File: src/rtl/iq_alloc_if.sv
// Dispatch/arbiter-facing bundle of the issue-queue allocator.
// The allocator connects through the slave modport and its driver through the master modport.
interface iq_alloc_if #(
   parameter int DECODE_NUM = 4,
   parameter int ISSUE_NUM  = 4,
   parameter int CIQ_DEPTH  = 16,
   parameter int ADDR_W     = 4,
   parameter int AGE        = 5
);
   logic [DECODE_NUM-1:0]             dispatch_valid;
   logic [ISSUE_NUM-1:0][ADDR_W-1:0]  arbit_addr;
   logic [ISSUE_NUM-1:0]              arbit_grant;
   logic                              flush;
   logic [DECODE_NUM-1:0][ADDR_W-1:0] free_addr;
   logic [DECODE_NUM-1:0]             free_valid;
   logic [DECODE_NUM-1:0][AGE-1:0]    age_out;
   logic                              dispatch_stall;
   logic [ADDR_W:0]                   free_count;

   modport master (
      output dispatch_valid, arbit_addr, arbit_grant, flush,
      input  free_addr, free_valid, age_out, dispatch_stall, free_count
   );

   modport slave (
      input  dispatch_valid, arbit_addr, arbit_grant, flush,
      output free_addr, free_valid, age_out, dispatch_stall, free_count
   );
endinterface

File: src/rtl/iq_alloc.sv
// Issue-queue entry allocator: hands out the lowest free entries to a dispatch group
// all-or-nothing, reclaims entries on arbiter grants, and tags each allocation with a wrapping age.
module iq_alloc #(
   parameter int DECODE_NUM = 4,
   parameter int ISSUE_NUM  = 4,
   parameter int CIQ_DEPTH  = 16,
   parameter int ADDR_W     = 4,
   parameter int AGE        = 5
) (
   input logic        clk,
   input logic        rst_n,
   iq_alloc_if.slave  bus
);
   localparam int CW = ADDR_W + 1;

   logic [CIQ_DEPTH-1:0] free_map;
   logic [CIQ_DEPTH-1:0] avail;
   logic [CIQ_DEPTH-1:0] alloc_mask;
   logic [CIQ_DEPTH-1:0] release_mask;
   logic [CIQ_DEPTH-1:0] next_map;
   logic [AGE-1:0]       age_ctr;
   logic [AGE-1:0]       n_alloc;
   logic [CW-1:0]        free_count_q;
   logic [ADDR_W-1:0]    pick;
   logic                 found;
   logic                 do_alloc;
   int                   n_req;
   int                   n_free;

   // Slots are served in index order; each takes the lowest entry not already claimed this cycle.
   always_comb begin
      n_req              = $countones(bus.dispatch_valid);
      n_free             = $countones(free_map);
      do_alloc           = !bus.flush && (n_req <= n_free);
      bus.dispatch_stall = !bus.flush && (n_req > n_free);
      avail              = free_map;
      alloc_mask         = '0;
      n_alloc            = '0;
      pick               = '0;
      found              = 1'b0;
      bus.free_addr      = '0;
      bus.free_valid     = '0;
      bus.age_out        = '0;
      for (int i = 0; i < DECODE_NUM; i++) begin
         if (do_alloc && bus.dispatch_valid[i]) begin
            pick  = '0;
            found = 1'b0;
            for (int e = 0; e < CIQ_DEPTH; e++) begin
               if (!found && avail[e]) begin
                  found = 1'b1;
                  pick  = ADDR_W'(e);
               end
            end
            avail[pick]       = 1'b0;
            alloc_mask[pick]  = 1'b1;
            bus.free_addr[i]  = pick;
            bus.free_valid[i] = 1'b1;
            bus.age_out[i]    = age_ctr + n_alloc;
            n_alloc           = n_alloc + AGE'(1);
         end
      end
   end

   // Released entries are busy, so they never overlap alloc_mask; duplicates simply OR together.
   always_comb begin
      release_mask = '0;
      for (int j = 0; j < ISSUE_NUM; j++) begin
         if (bus.arbit_grant[j]) release_mask[bus.arbit_addr[j]] = 1'b1;
      end
      next_map = (free_map & ~alloc_mask) | release_mask;
   end

   always_ff @(posedge clk or negedge rst_n) begin
      if (!rst_n) begin
         free_map     <= '1;
         age_ctr      <= '0;
         free_count_q <= CW'(CIQ_DEPTH);
      end else if (bus.flush) begin
         free_map     <= '1;
         age_ctr      <= '0;
         free_count_q <= CW'(CIQ_DEPTH);
      end else begin
         free_map     <= next_map;
         age_ctr      <= age_ctr + n_alloc;
         free_count_q <= CW'($countones(next_map));
      end
   end

   assign bus.free_count = free_count_q;
endmodule
File: src/flat_wrapper.sv
// flat-port wrapper written by rule: the top's interface ports become plain ports
module iq_alloc_flat 
#(
   parameter int DECODE_NUM = 4,
   parameter int ISSUE_NUM  = 4,
   parameter int CIQ_DEPTH  = 16,
   parameter int ADDR_W     = 4,
   parameter int AGE        = 5
)
  (clk, rst_n, bus_dispatch_valid, bus_arbit_addr, bus_arbit_grant, bus_flush, bus_free_addr, bus_free_valid, bus_age_out, bus_dispatch_stall, bus_free_count);
  iq_alloc_if #(.DECODE_NUM(DECODE_NUM), .ISSUE_NUM(ISSUE_NUM), .CIQ_DEPTH(CIQ_DEPTH), .ADDR_W(ADDR_W), .AGE(AGE)) bus_i ();
  input logic clk;
  input logic rst_n;
  input wire logic [$bits(bus_i.dispatch_valid)-1:0] bus_dispatch_valid;
  input wire logic [$bits(bus_i.arbit_addr)-1:0] bus_arbit_addr;
  input wire logic [$bits(bus_i.arbit_grant)-1:0] bus_arbit_grant;
  input wire logic [$bits(bus_i.flush)-1:0] bus_flush;
  output wire logic [$bits(bus_i.free_addr)-1:0] bus_free_addr;
  output wire logic [$bits(bus_i.free_valid)-1:0] bus_free_valid;
  output wire logic [$bits(bus_i.age_out)-1:0] bus_age_out;
  output wire logic [$bits(bus_i.dispatch_stall)-1:0] bus_dispatch_stall;
  output wire logic [$bits(bus_i.free_count)-1:0] bus_free_count;
  assign bus_i.dispatch_valid = bus_dispatch_valid;
  assign bus_i.arbit_addr = bus_arbit_addr;
  assign bus_i.arbit_grant = bus_arbit_grant;
  assign bus_i.flush = bus_flush;
  assign bus_free_addr = bus_i.free_addr;
  assign bus_free_valid = bus_i.free_valid;
  assign bus_age_out = bus_i.age_out;
  assign bus_dispatch_stall = bus_i.dispatch_stall;
  assign bus_free_count = bus_i.free_count;
  iq_alloc #(.DECODE_NUM(DECODE_NUM), .ISSUE_NUM(ISSUE_NUM), .CIQ_DEPTH(CIQ_DEPTH), .ADDR_W(ADDR_W), .AGE(AGE)) u_core (.clk(clk), .rst_n(rst_n), .bus(bus_i));
endmodule
File: config.mk
export PLATFORM = sky130hd
export DESIGN_NAME = iq_alloc_flat
export DESIGN_NICKNAME = d
export VERILOG_FILES = /design/src/rtl/iq_alloc_if.sv /design/src/rtl/iq_alloc.sv /design/src/flat_wrapper.sv
export SDC_FILE = /design/constraint.sdc
export NUM_CORES = 1
export LEC_CHECK = 0
export ABC_AREA = 1
export CAP_MARGIN = 5
export CORE_MARGIN = 2
export CORE_UTILIZATION = 40
export CTS_CLUSTER_DIAMETER = 40
export CTS_CLUSTER_SIZE = 40
export DETAILED_ROUTE_END_ITERATION = 8
export GPL_ROUTABILITY_DRIVEN = 0
export HOLD_SLACK_MARGIN = 0.06
export MAX_ROUTING_LAYER = met4
export PLACE_DENSITY = 0.67
export SYNTH_ARGS = -nofsm -noshare
export SYNTH_HDL_FRONTEND = slang
export SYNTH_SLANG_ARGS = --single-unit
File: constraint.sdc
create_clock -name clk -period 9.7 [get_ports clk]
set_input_delay 0.97 -clock clk [delete_from_list [all_inputs] [get_ports clk]]
set_output_delay 0.97 -clock clk [all_outputs]
set_load 0.02 [all_outputs]
# Word level (Yosys, flattened, before mapping)
# Cells that the tools add are included.
dict set report op_classes {
  add_sub_neg 40
  n_lt_le_gt_ge 18
  muxes 230
  bitwise_logic 15
  n_reduce_logical 135
}
# operator n
set ops {}
lappend ops {{32-bit adder} 8}
lappend ops {{16-bit 2-to-1 mux} 12}
lappend ops {{4-bit 2-to-1 mux} 40}
lappend ops {{1-bit 2-to-1 mux} 137}
lappend ops {{16-bit OR} 7}
lappend ops {{1-bit logical AND} 74}
lappend ops {{16-bit AND} 4}
lappend ops {{16-bit NOT} 4}
lappend ops {{1-bit logical NOT} 61}
lappend ops {{5-bit adder} 10}
lappend ops {{3-bit 2-to-1 mux} 16}
lappend ops {{5-bit 2-to-1 mux} 9}
lappend ops {{4-bit by 5-bit < comparator with 1-bit output (second input constant)} 8}
lappend ops {{1-bit by 1-bit adder with 2-bit output} 18}
lappend ops {{1-bit demux with 4-bit select} 8}
lappend ops {{4-bit by 1-bit greater-or-equal comparator with 1-bit output (second input constant)} 8}
lappend ops {{32-bit greater-than comparator} 1}
lappend ops {{32-bit <= comparator} 1}
lappend ops {{2-bit 2-to-1 mux} 8}
lappend ops {{5-bit by 1-bit adder with 5-bit output (second input constant)} 2}
lappend ops {{5-bit by 1-bit adder with 5-bit output} 1}
lappend ops {{1-bit by 1-bit adder with 2-bit output (second input constant)} 1}
dict set report word_totals {
  ff_bits 26
  inputBits 27
  output_inout_bits 46
  wordCells 441
}

# Depth between registers and ports, before layout
# Gate-level depths: netlist of run 1.
dict set report depth {
  depth_word 289
  depth_mapped 59
  mapped_depth_nobuf 59
}

# Least setup slack after synthesis of run 1
# No wires, ideal clock.
dict set report synth_path {
  kind {reg2reg}
  from {register u_core.free_map[1]}
  to {register u_core.free_count_q[3], in the netlist u_core.bus.free_count[3]}
  setup_ns 0.128
  arrival_ns 10.638
  required_ns 9.572
  path_slack_ns -1.066
  path_stages_with_launch 58
  n_path_buf 0
  period_less_slack_ns 10.766
  path_cell_list {dfstp_2 inv_1 ha_1 inv_1 fa_1 inv_1 fa_1 fa_1 inv_1 fa_1 inv_1 ha_1 fa_1 inv_1 ha_1 a21oi_1 o21ai_0 o2111ai_1 [22 not listed] nand3_2 a21boi_1 nand3b_1 o211ai_2 nand2_1 ha_1 inv_1 fa_1 inv_1 fa_1 fa_1 inv_1 fa_1 inv_1 ha_1 fa_1 xnor2_1 nor2_1}
}
dict set report synth_between {
  elab_chain_cells 280
  elab_cells_between_ends 366
  cone_classes {19 x add/sub; 9 x order compare; 198 x mux; 12 x bitwise; 128 x reduce/logical}
}
# element line_no
set synth_lines {}
lappend synth_lines {{start, declared} iq_alloc.sv:16} ;# logic [CIQ_DEPTH-1:0] free_map;
lappend synth_lines {{start signal, assigned} iq_alloc.sv:83} ;# free_map <= next_map;
lappend synth_lines {{1-bit logical AND} iq_alloc.sv:49} ;# if (!found && avail[e]) begin
lappend synth_lines {{1-bit 2-to-1 mux} iq_alloc.sv:49}
lappend synth_lines {{1-bit 2-to-1 mux} iq_alloc.sv:45} ;# if (do_alloc && bus.dispatch_valid[i]) begin
lappend synth_lines {{1-bit logical NOT} iq_alloc.sv:49}
lappend synth_lines {{1-bit logical AND} iq_alloc.sv:49}
lappend synth_lines {{1-bit 2-to-1 mux} iq_alloc.sv:49}
lappend synth_lines {{1-bit 2-to-1 mux} iq_alloc.sv:45}
lappend synth_lines {{1-bit logical NOT} iq_alloc.sv:49}
lappend synth_lines {{[263 not listed]} -}
lappend synth_lines {{16-bit 2-to-1 mux} iq_alloc.sv:45}
lappend synth_lines {{16-bit NOT} iq_alloc.sv:70} ;# next_map = (free_map & ~alloc_mask) | release_mask;
lappend synth_lines {{16-bit AND (*)} iq_alloc.sv:70}
lappend synth_lines {{16-bit OR (*)} iq_alloc.sv:70}
lappend synth_lines {{1-bit by 1-bit adder with 2-bit output (not written as such)} iq_alloc.sv:85} ;# free_count_q <= CW'($countones(next_map));
lappend synth_lines {{5-bit adder (not written as such) (2 in series)} iq_alloc.sv:85}
lappend synth_lines {{5-bit adder (not written as such) (*)} iq_alloc.sv:85}
lappend synth_lines {{5-bit 2-to-1 mux (*)} iq_alloc.sv:78} ;# end else if (bus.flush) begin
lappend synth_lines {{end signal, assigned} iq_alloc.sv:77} ;# free_count_q <= CW'(CIQ_DEPTH);
lappend synth_lines {{end signal, assigned} iq_alloc.sv:81} ;# free_count_q <= CW'(CIQ_DEPTH);
lappend synth_lines {{end signal, assigned} iq_alloc.sv:85}
lappend synth_lines {{end, declared} iq_alloc.sv:23} ;# logic [CW-1:0] free_count_q;
# Every way passes the cells marked *; elsewhere a longest branch is shown, timed or not. The select of a mux whose other input is x is not followed.

# Worst setup path in the final report of run 1
dict set report layout_path {
  from {register u_core.free_map[0]}
  to {register u_core.free_count_q[2], in the netlist u_core.bus.free_count[2]}
}
dict set report layout_between {
  elab_chain_cells 283
  elab_cells_between_ends 369
  cone_classes {19 x add/sub; 9 x order compare; 200 x mux; 12 x bitwise; 129 x reduce/logical}
}
# element line_no
set layout_lines {}
lappend layout_lines {{1-bit 2-to-1 mux} iq_alloc.sv:49}
lappend layout_lines {{1-bit 2-to-1 mux} iq_alloc.sv:45}
lappend layout_lines {{1-bit logical NOT} iq_alloc.sv:49}
lappend layout_lines {{1-bit logical AND} iq_alloc.sv:49}
lappend layout_lines {{1-bit 2-to-1 mux} iq_alloc.sv:49}
lappend layout_lines {{1-bit 2-to-1 mux} iq_alloc.sv:45}
lappend layout_lines {{1-bit logical NOT} iq_alloc.sv:49}
lappend layout_lines {{1-bit logical AND} iq_alloc.sv:49}
lappend layout_lines {{[266 not listed]} -}
lappend layout_lines {{16-bit 2-to-1 mux} iq_alloc.sv:45}
lappend layout_lines {{16-bit NOT} iq_alloc.sv:70}
lappend layout_lines {{16-bit AND (*)} iq_alloc.sv:70}
lappend layout_lines {{16-bit OR (*)} iq_alloc.sv:70}
lappend layout_lines {{1-bit by 1-bit adder with 2-bit output (not written as such)} iq_alloc.sv:85}
lappend layout_lines {{5-bit adder (not written as such) (2 in series)} iq_alloc.sv:85}
lappend layout_lines {{5-bit adder (not written as such) (*)} iq_alloc.sv:85}
lappend layout_lines {{5-bit 2-to-1 mux (*)} iq_alloc.sv:78}
# Marked as above.

==> results.md, run 1 <==
- Status: finished with violations
- Failing checks: setup timing
- Crit path capture type: flop
- Highest clock rate: 95.4 MHz
- Hold crit path type: reg -> reg
- Worst R2R Path Depth: 54
- VDD IR max: 0.451 mV
- Initial Utilization: 41.2%
- Pins Over Slew Limit: 0
- Worst Setup Start Kind: flop
- Die span in x: roughly 120 um
- Hold_ws: 609 ps
- DR pass1 iterations: 5
- Simple-gate share of the synthesized area: roughly a third
- Tot GR Track Use: roughly a quarter
- CTS tree: yes
- Arrival @ worst endpoint: approximately 11000 ps
- Fin util: between 60% and 70%
- RR Startpoint: u_core.free_map[0]
- Final critical-path share of the clock period: 108%
- Min Tclk post-route: 10480 ps
- WHS Endpoint: u_core.free_map[15]
- Core Area: between 0.01 and 0.015 mm2
- Synth Flop Type: dfstp_2
- Mux cell area share after synthesis: 0%
- Most used cell, CP: inv_2
- Post-CTS Hold Fix Bufs: 0
- CTS clk-pin slew, worst paths: about 70 ps
- Worst R2R Setup Slack: -780 ps
- CP required: 9900 ps
- DPL Wire Length: between 10000 and 15000 um
- CP max stage delay: roughly 540 ps
- Io pins: between 70 and 80
- RSZ-0062 raised after global routing: true
- Vias: 6188
- Max-cap viol count: 0
- Htree depth: 1
- Vias/cell: about 5.1
- Syn Std Cell Area: ~0.0052 mm2
- Met3 Resource Use GR: 1.06%
- Post-route DRC: 0
- Yosys warning total: 0
- Critical R2R Capture: u_core.bus.free_count[2]
- Hold wc startpoint: u_core.free_map[15]
- Cell Pwr Density: 317 mW/mm2
- Total chip power: between 2000 and 2500 uW
- Worst Tran Pin Value: 1090 ps
- Fin worst setup slack: -780 ps
- WS Path Type: reg -> reg
- Clock Latency Late Sink: 270 ps
- Share of cells above drive strength 1: between 20% and 30%
- Synth async-reset ratio: 100%
- Post-synthesis cell type count: 54
- Total grt overflow: 0
- Post-synth EDFFs: 0
- CTS sink count: 26
- Met1 usage: roughly a third
- Post-synthesis adder-cell area fraction: a little over a fifth
- Post-DP Area: approximately 0.0073 mm2
- Worst slew margin: roughly 27%
- Post-route cell area: between 0.007 and 0.008 mm2
- Pin count of the biggest net entering global routing: 27
- Area Growth Syn to Fin: 47.0%
- Static Leakage: 0.00386 uW
- CTS Buf Count: 3
- Number of I/O port buffers: 72
- Worst Skew: between 7 and 8 ps
- Root Buffer: clkbuf_16
- Main combinational cell family by area after synthesis: simple AND/OR/NAND/NOR gates
- CP max FO: 18
- Seq/Total Area, Yosys: approximately 13%
- Filler Cells Inserted: about 1.3k
- Vias in the first global route: ~6k
- Initial antenna violation count: 0
- CTS max path bufs: 2
- #FFs+latches synth: 26
- Fin. Hold Viols: 0
- Slowest cell on crit path: fa_1
- Site Rows: 41
- Wire per inst: ~15 um
- Antenna Nets Post-Route: 0
- Met2 Track Usage GR: between 40% and 50%
- Post-synth net total: 913
- Synth Area in XOR/XNOR: 1.67%
- Compound-Gate Fraction of Synth Area: ~18%
- Mean area per synthesized cell: 6.46 um2
- Routed WL: ~17000 um
- GR peak layer: met2
- Die Y-Extent: 119 um
- Final nets: between 1k and 1.5k
- DRT iter0 DRCs: 428
- Global-route wire length before repair: roughly 28000 um
- Setup violators final: 5
- N_diodes: 0
- Hold Path Depth: 2
- Die Area: about 0.014 mm2
- Synthesized instance count: between 800 and 900
-- cell families (layout without fill, tap and decap cells) --
group,count (synthesis),in the layout
DFF,26,26
xor gates and xnor gates,10,10
and+or+nand+nor,360,360
adders and majority gates,74,74
buffers and inverters,194,415
AOI/OAI and AO/OA,147,147
other,1,1
-- Yosys cell counts (all sizes together) (9+ instances only) --
cell type / instances / area [um2]
nand3: 62 / 348
nor3: 18 / 95.1
nor2: 127 / 539
inv: 178 / 668
fa: 26 / 521
a221oi: 14 / 123
o21ai: 30 / 154
dfstp: 17 / 447
nand4: 28 / 194
a21oi: 47 / 239
nand2: 116 / 468
ha: 48 / 601
dfrtp: 9 / 225
o22ai: 21 / 131
-- repair_timing --
item                       in CTS  in global routing
resized for setup              26                 25
pin swaps                      30                 27
setup buffers                  15                  6
setup endpoints to repair       5                  5
-- sequential cells by signal (all words and copies together) (netlist names) --
name,count
u_core.bus.free_count,5
u_core.free_map,16
u_core.age_ctr,5
-- final cells by class --
class	instances	area [um2]	area share [%]
multi-input cells	592	4110	53.3
repair buffers	231	1920	24.9
inverters	180	688	8.93
flip-flops and latches	26	672	8.71
well taps	172	215	2.79
clock buffers	3	75.1	0.974
clock inverters	1	30.0	0.389
-- worst max-delay path by stage --
stage	cells past startpoint	startpoint	to	slack (ps)
final	54	u_core.free_map[0]	u_core.bus.free_count[2]	-780
after global routing	55	u_core.free_map[1]	u_core.bus.free_count[2]	-1300
after CTS	55	u_core.free_map[0]	u_core.bus.free_count[2]	-700
after detailed placement	57	u_core.free_map[0]	u_core.bus.free_count[2]	-800
after global placement	54	u_core.free_map[4]	u_core.bus.free_count[2]	-630
after floorplan	57	u_core.free_map[1]	u_core.bus.free_count[2]	-340
-- metrics by stage --
step,cells,setup TNS [ps],worst slack (ps)
floorplan,812,-652,-343
global placement,1180,-1710,-629
detailed placement,1180,-2480,-799
CTS,1199,-1990,-703
global route,1205,-4850,-1300
finish,1205,-2300,-780
-- per-layer routing --
| metal | up-vias | share of wire (%) |
|---|---|---|
| li1 | 3154 | - |
| met1 | 2836 | 47 |
| met2 | 169 | 47 |
| met3 | 29 | 4.2 |
| met4 | 0 | 2.4 |
| met5 | - | 0 |
-- worst max-delay path: cells and delay by family, from the launching register on --
kind	cells	cell delay, ps
adders and majority gates	15	5900
and+or+nand+nor	18	1960
buffers and inverters	17	1290
AOI/OAI and AO/OA	4	740
DFF	1	530
-- layout by cell type (no fill, tap or decap), types with 6 or more instances in the layout --
master	instances
nor2_1	96
a221oi_1	14
nand2_2	9
inv_1	157
dfstp_2	17
inv_2	21
o21ai_0	17
xor2_1	8
nor3_1	17
buf_4	157
nor2_2	21
o22ai_1	21
o211ai_1	6
nand3_1	53
o21ai_1	9
ha_1	41
clkdlybuf4s50_1	72
nor2_4	10
nand4_1	25
a31oi_1	8
nand2_4	7
a21oi_1	43
nand3_2	6
fa_1	21
nand2_1	100
dfrtp_1	9
-- where the power goes --
| part | switching [uW] | internal, uW | leakage, uW |
|---|---|---|---|
| clock network | 37.1 | 82.1 | 0.0000511 |
| registers | 17.5 | 140 | 0.000296 |
| logic | 1190 | 976 | 0.00351 |
No activity file was read; power rests on OpenSTA's default activity.
==> run 2: changes to the inputs <==
--- a/config.mk
+++ b/config.mk
@@ -10,12 +10,11 @@
 export CORE_MARGIN = 2
 export CORE_UTILIZATION = 40
 export CTS_CLUSTER_DIAMETER = 40
-export CTS_CLUSTER_SIZE = 40
 export DETAILED_ROUTE_END_ITERATION = 8
 export GPL_ROUTABILITY_DRIVEN = 0
 export HOLD_SLACK_MARGIN = 0.06
 export MAX_ROUTING_LAYER = met4
-export PLACE_DENSITY = 0.67
+export PLACE_DENSITY = 0.65
 export SYNTH_ARGS = -nofsm -noshare
 export SYNTH_HDL_FRONTEND = slang
 export SYNTH_SLANG_ARGS = --single-unit
==> results.md, run 2 (synthesis gave the netlist of run 1 again) <==
- Hold crit path type: reg -> reg (unchanged)
- Critical R2R Capture: u_core.bus.free_count[2] (unchanged)
- Largest register FFs: 16 (unchanged)
- Status: finished with violations (unchanged)
- DR pass1 iterations: 5 (unchanged)
- RSZ-0062 raised after global routing: true (unchanged)
- CTS Buf Count: 3 (unchanged)
- Most frequent cells in the layout: inv_1, buf_4, nand2_1, nor2_1, clkdlybuf4s50_1 (unchanged)
- Worst Setup Start Kind: flop (unchanged)
- Slowest cell on crit path: dfstp_2 (was fa_1)
- Hold Path Depth: 2 (unchanged)
- Vias/cell: 5.15 (was 5.14)
- WHS Endpoint: u_core.free_map[15] (unchanged)
- Most used cell, CP: inv_2 (unchanged)
- Final critical-path share of the clock period: 109% (was 108%)
- DPL Wire Length: 14500 um (was 14600 um)
- CP max FO: 6 (was 18)
- Global-route wire length before repair: 28600 um (was 28200 um)
- Top reg by flops: u_core.free_map (unchanged)
- Vias: 6200 (was 6188)
- RR Startpoint: u_core.free_map[1] (was u_core.free_map[0])
- Commonest non-fill, non-tap cell in the layout: inv_1
- Hold_ws: 613 ps (was 609 ps)
- WS Path Type: reg -> reg (unchanged)
- CP top delay family: adder cells (unchanged)
- CTS sink count: 26 (unchanged)
- Io pins: 73 (unchanged)
- Crit path capture type: flop (unchanged)
- Die span in x: 119 um (unchanged)
- Routed WL: 17700 um (was 17500 um)
- Worst R2R Path Depth: 55 (was 54)
- Site Rows: 41 (unchanged)
- Post-route DRC: 0 (unchanged)
- Hold wc startpoint: u_core.free_map[15] (unchanged)
- Share of cells above drive strength 1: 28.5% (was 28.1%)
- Clock Latency Late Sink: 260 ps (was 270 ps)
- Final nets: 1133 (was 1135)
- Setup violators final: 5 (unchanged)
- Initial antenna violation count: 0 (unchanged)
- N_diodes: 0 (unchanged)
- Root Buffer: clkbuf_16 (unchanged)
- Cell Pwr Density: 328 mW/mm2 (was 317 mW/mm2)
- Antenna Nets Post-Route: 0 (unchanged)
- Fin worst setup slack: -852 ps (was -780 ps)
- Max-cap viol count: 0 (unchanged)
- Total grt overflow: 0 (unchanged)
- Wire per inst: 14.7 um (was 14.5 um)
- Highest clock rate: 94.8 MHz (was 95.4 MHz)
- Worst Skew: 1.87 ps (was 7.82 ps)
- Fin. Hold Viols: 0 (unchanged)
- Area Growth Syn to Fin: 48.2% (was 47.0%)
- CTS clk-pin slew, worst paths: 60 ps (was 70 ps)
- Fin util: 61.1% (was 60.6%)
- CP max stage delay: 560 ps (was 540 ps)
- Initial Utilization: 41.2% (unchanged)
- Static Leakage: 0.00388 uW (was 0.00386 uW)
- DRT iter0 DRCs: 413 (was 428)
- Core Area: 0.0127 mm2 (unchanged)
- Pin count of the biggest net entering global routing: 27 (unchanged)
- Setup TNS: -2820 ps (was -2300 ps)
- Tot GR Track Use: 25.8% (was 25.5%)
- CP required: 9890 ps (was 9900 ps)
- Die Area: 0.0140 mm2 (unchanged)
- Worst Tran Pin Value: 538 ps (was 1090 ps)
- Total chip power: 2550 uW (was 2440 uW)
- Pins Over Slew Limit: 0 (unchanged)
- Number of I/O port buffers: 72 (unchanged)
- Worst slew margin: 64.1% (was 26.9%)
- Failing checks: setup timing (unchanged)
- Htree depth: 1 (unchanged)
- CTS max path bufs: 2 (unchanged)
- Die Y-Extent: 119 um (unchanged)
- VDD IR max: 0.388 mV (was 0.451 mV)
- Min Tclk post-route: 10550 ps (was 10480 ps)
- Arrival @ worst endpoint: 10740 ps (was 10680 ps)
- CTS tree: yes (unchanged)
- Worst R2R Setup Slack: -850 ps (was -780 ps)
- Vias in the first global route: 5953 (was 5826)
- Bufs and invs on worst path: 14 (was 17)
[run 2: cell count changes in the layout (fill, tap and decap cells not counted), moves of 2 or more]
cell	delta
o21ai_2	+3
buf_4	-5
buf_6	+2
o21ai_1	-3
[run 2: worst max path at each step]
stage                                  start                       end  slack, ps  depth (start not counted)
after global placement    u_core.free_map[0]  u_core.bus.free_count[2]       -640                         54
after floorplan           u_core.free_map[1]  u_core.bus.free_count[2]       -340                         57
after CTS                 u_core.free_map[1]  u_core.bus.free_count[2]       -650                         55
after global routing      u_core.free_map[1]  u_core.bus.free_count[3]      -1390                         55
after detailed placement  u_core.free_map[4]  u_core.bus.free_count[2]       -820                         54
final                     u_core.free_map[1]  u_core.bus.free_count[2]       -850                         55
[run 2: through the flow]
stage	instances	worst slack (ps)	cell area, um2
finish	1203	-852	7770
global route	1203	-1390	7770
CTS	1197	-653	7600
detailed placement	1180	-824	7300
global placement	1180	-637	7300
floorplan	812	-343	5390
[run 2: cell type report]
type                    count  area [um2]
clock buffers               3        75.1
repair buffers            229        1930
inverters                 180         688
fillers                  1184        4950
multi-input cells         592        4160
flip-flops and latches     26         672
well taps                 172         215
clock inverters             1        30.0
[run 2: timing repair]
action / 4_1_cts / 5_1_grt
setup buffers: 14 / 8
pin swaps: 25 / 42
gates resized for setup: 27 / 37
hold buffers: 0 / 0
setup endpoints to repair: 5 / 5
[run 2: power by group]
| part | leakage (uW) | switching, uW | internal, uW | total (uW) |
|---|---|---|---|---|
| logic | 0.00353 | 1250 | 1020 | 2270 |
| clock network | 0.0000511 | 37.8 | 82.1 | 120 |
| registers | 0.000296 | 18.6 | 141 | 159 |
[run 2: worst register-to-register path: cells and delay by family (launching register included)]
kind | cells | cell delay, ps
AO/OA/AOI/OAI | 6 | 850
adder cells (fa/ha/maj) | 15 | 5830
buffers and inverters | 14 | 770
flip-flops | 1 | 560
AND/OR/NAND/NOR | 20 | 2460
[run 2: layer usage]
layer	global-route usage (%)	part of all wire, %	vias up
li1	-	-	3142
met1	34.1	46	2848
met2	42.2	47	166
met3	1.11	3.8	44
met4	9.15	3.7	0
met5	-	0	-
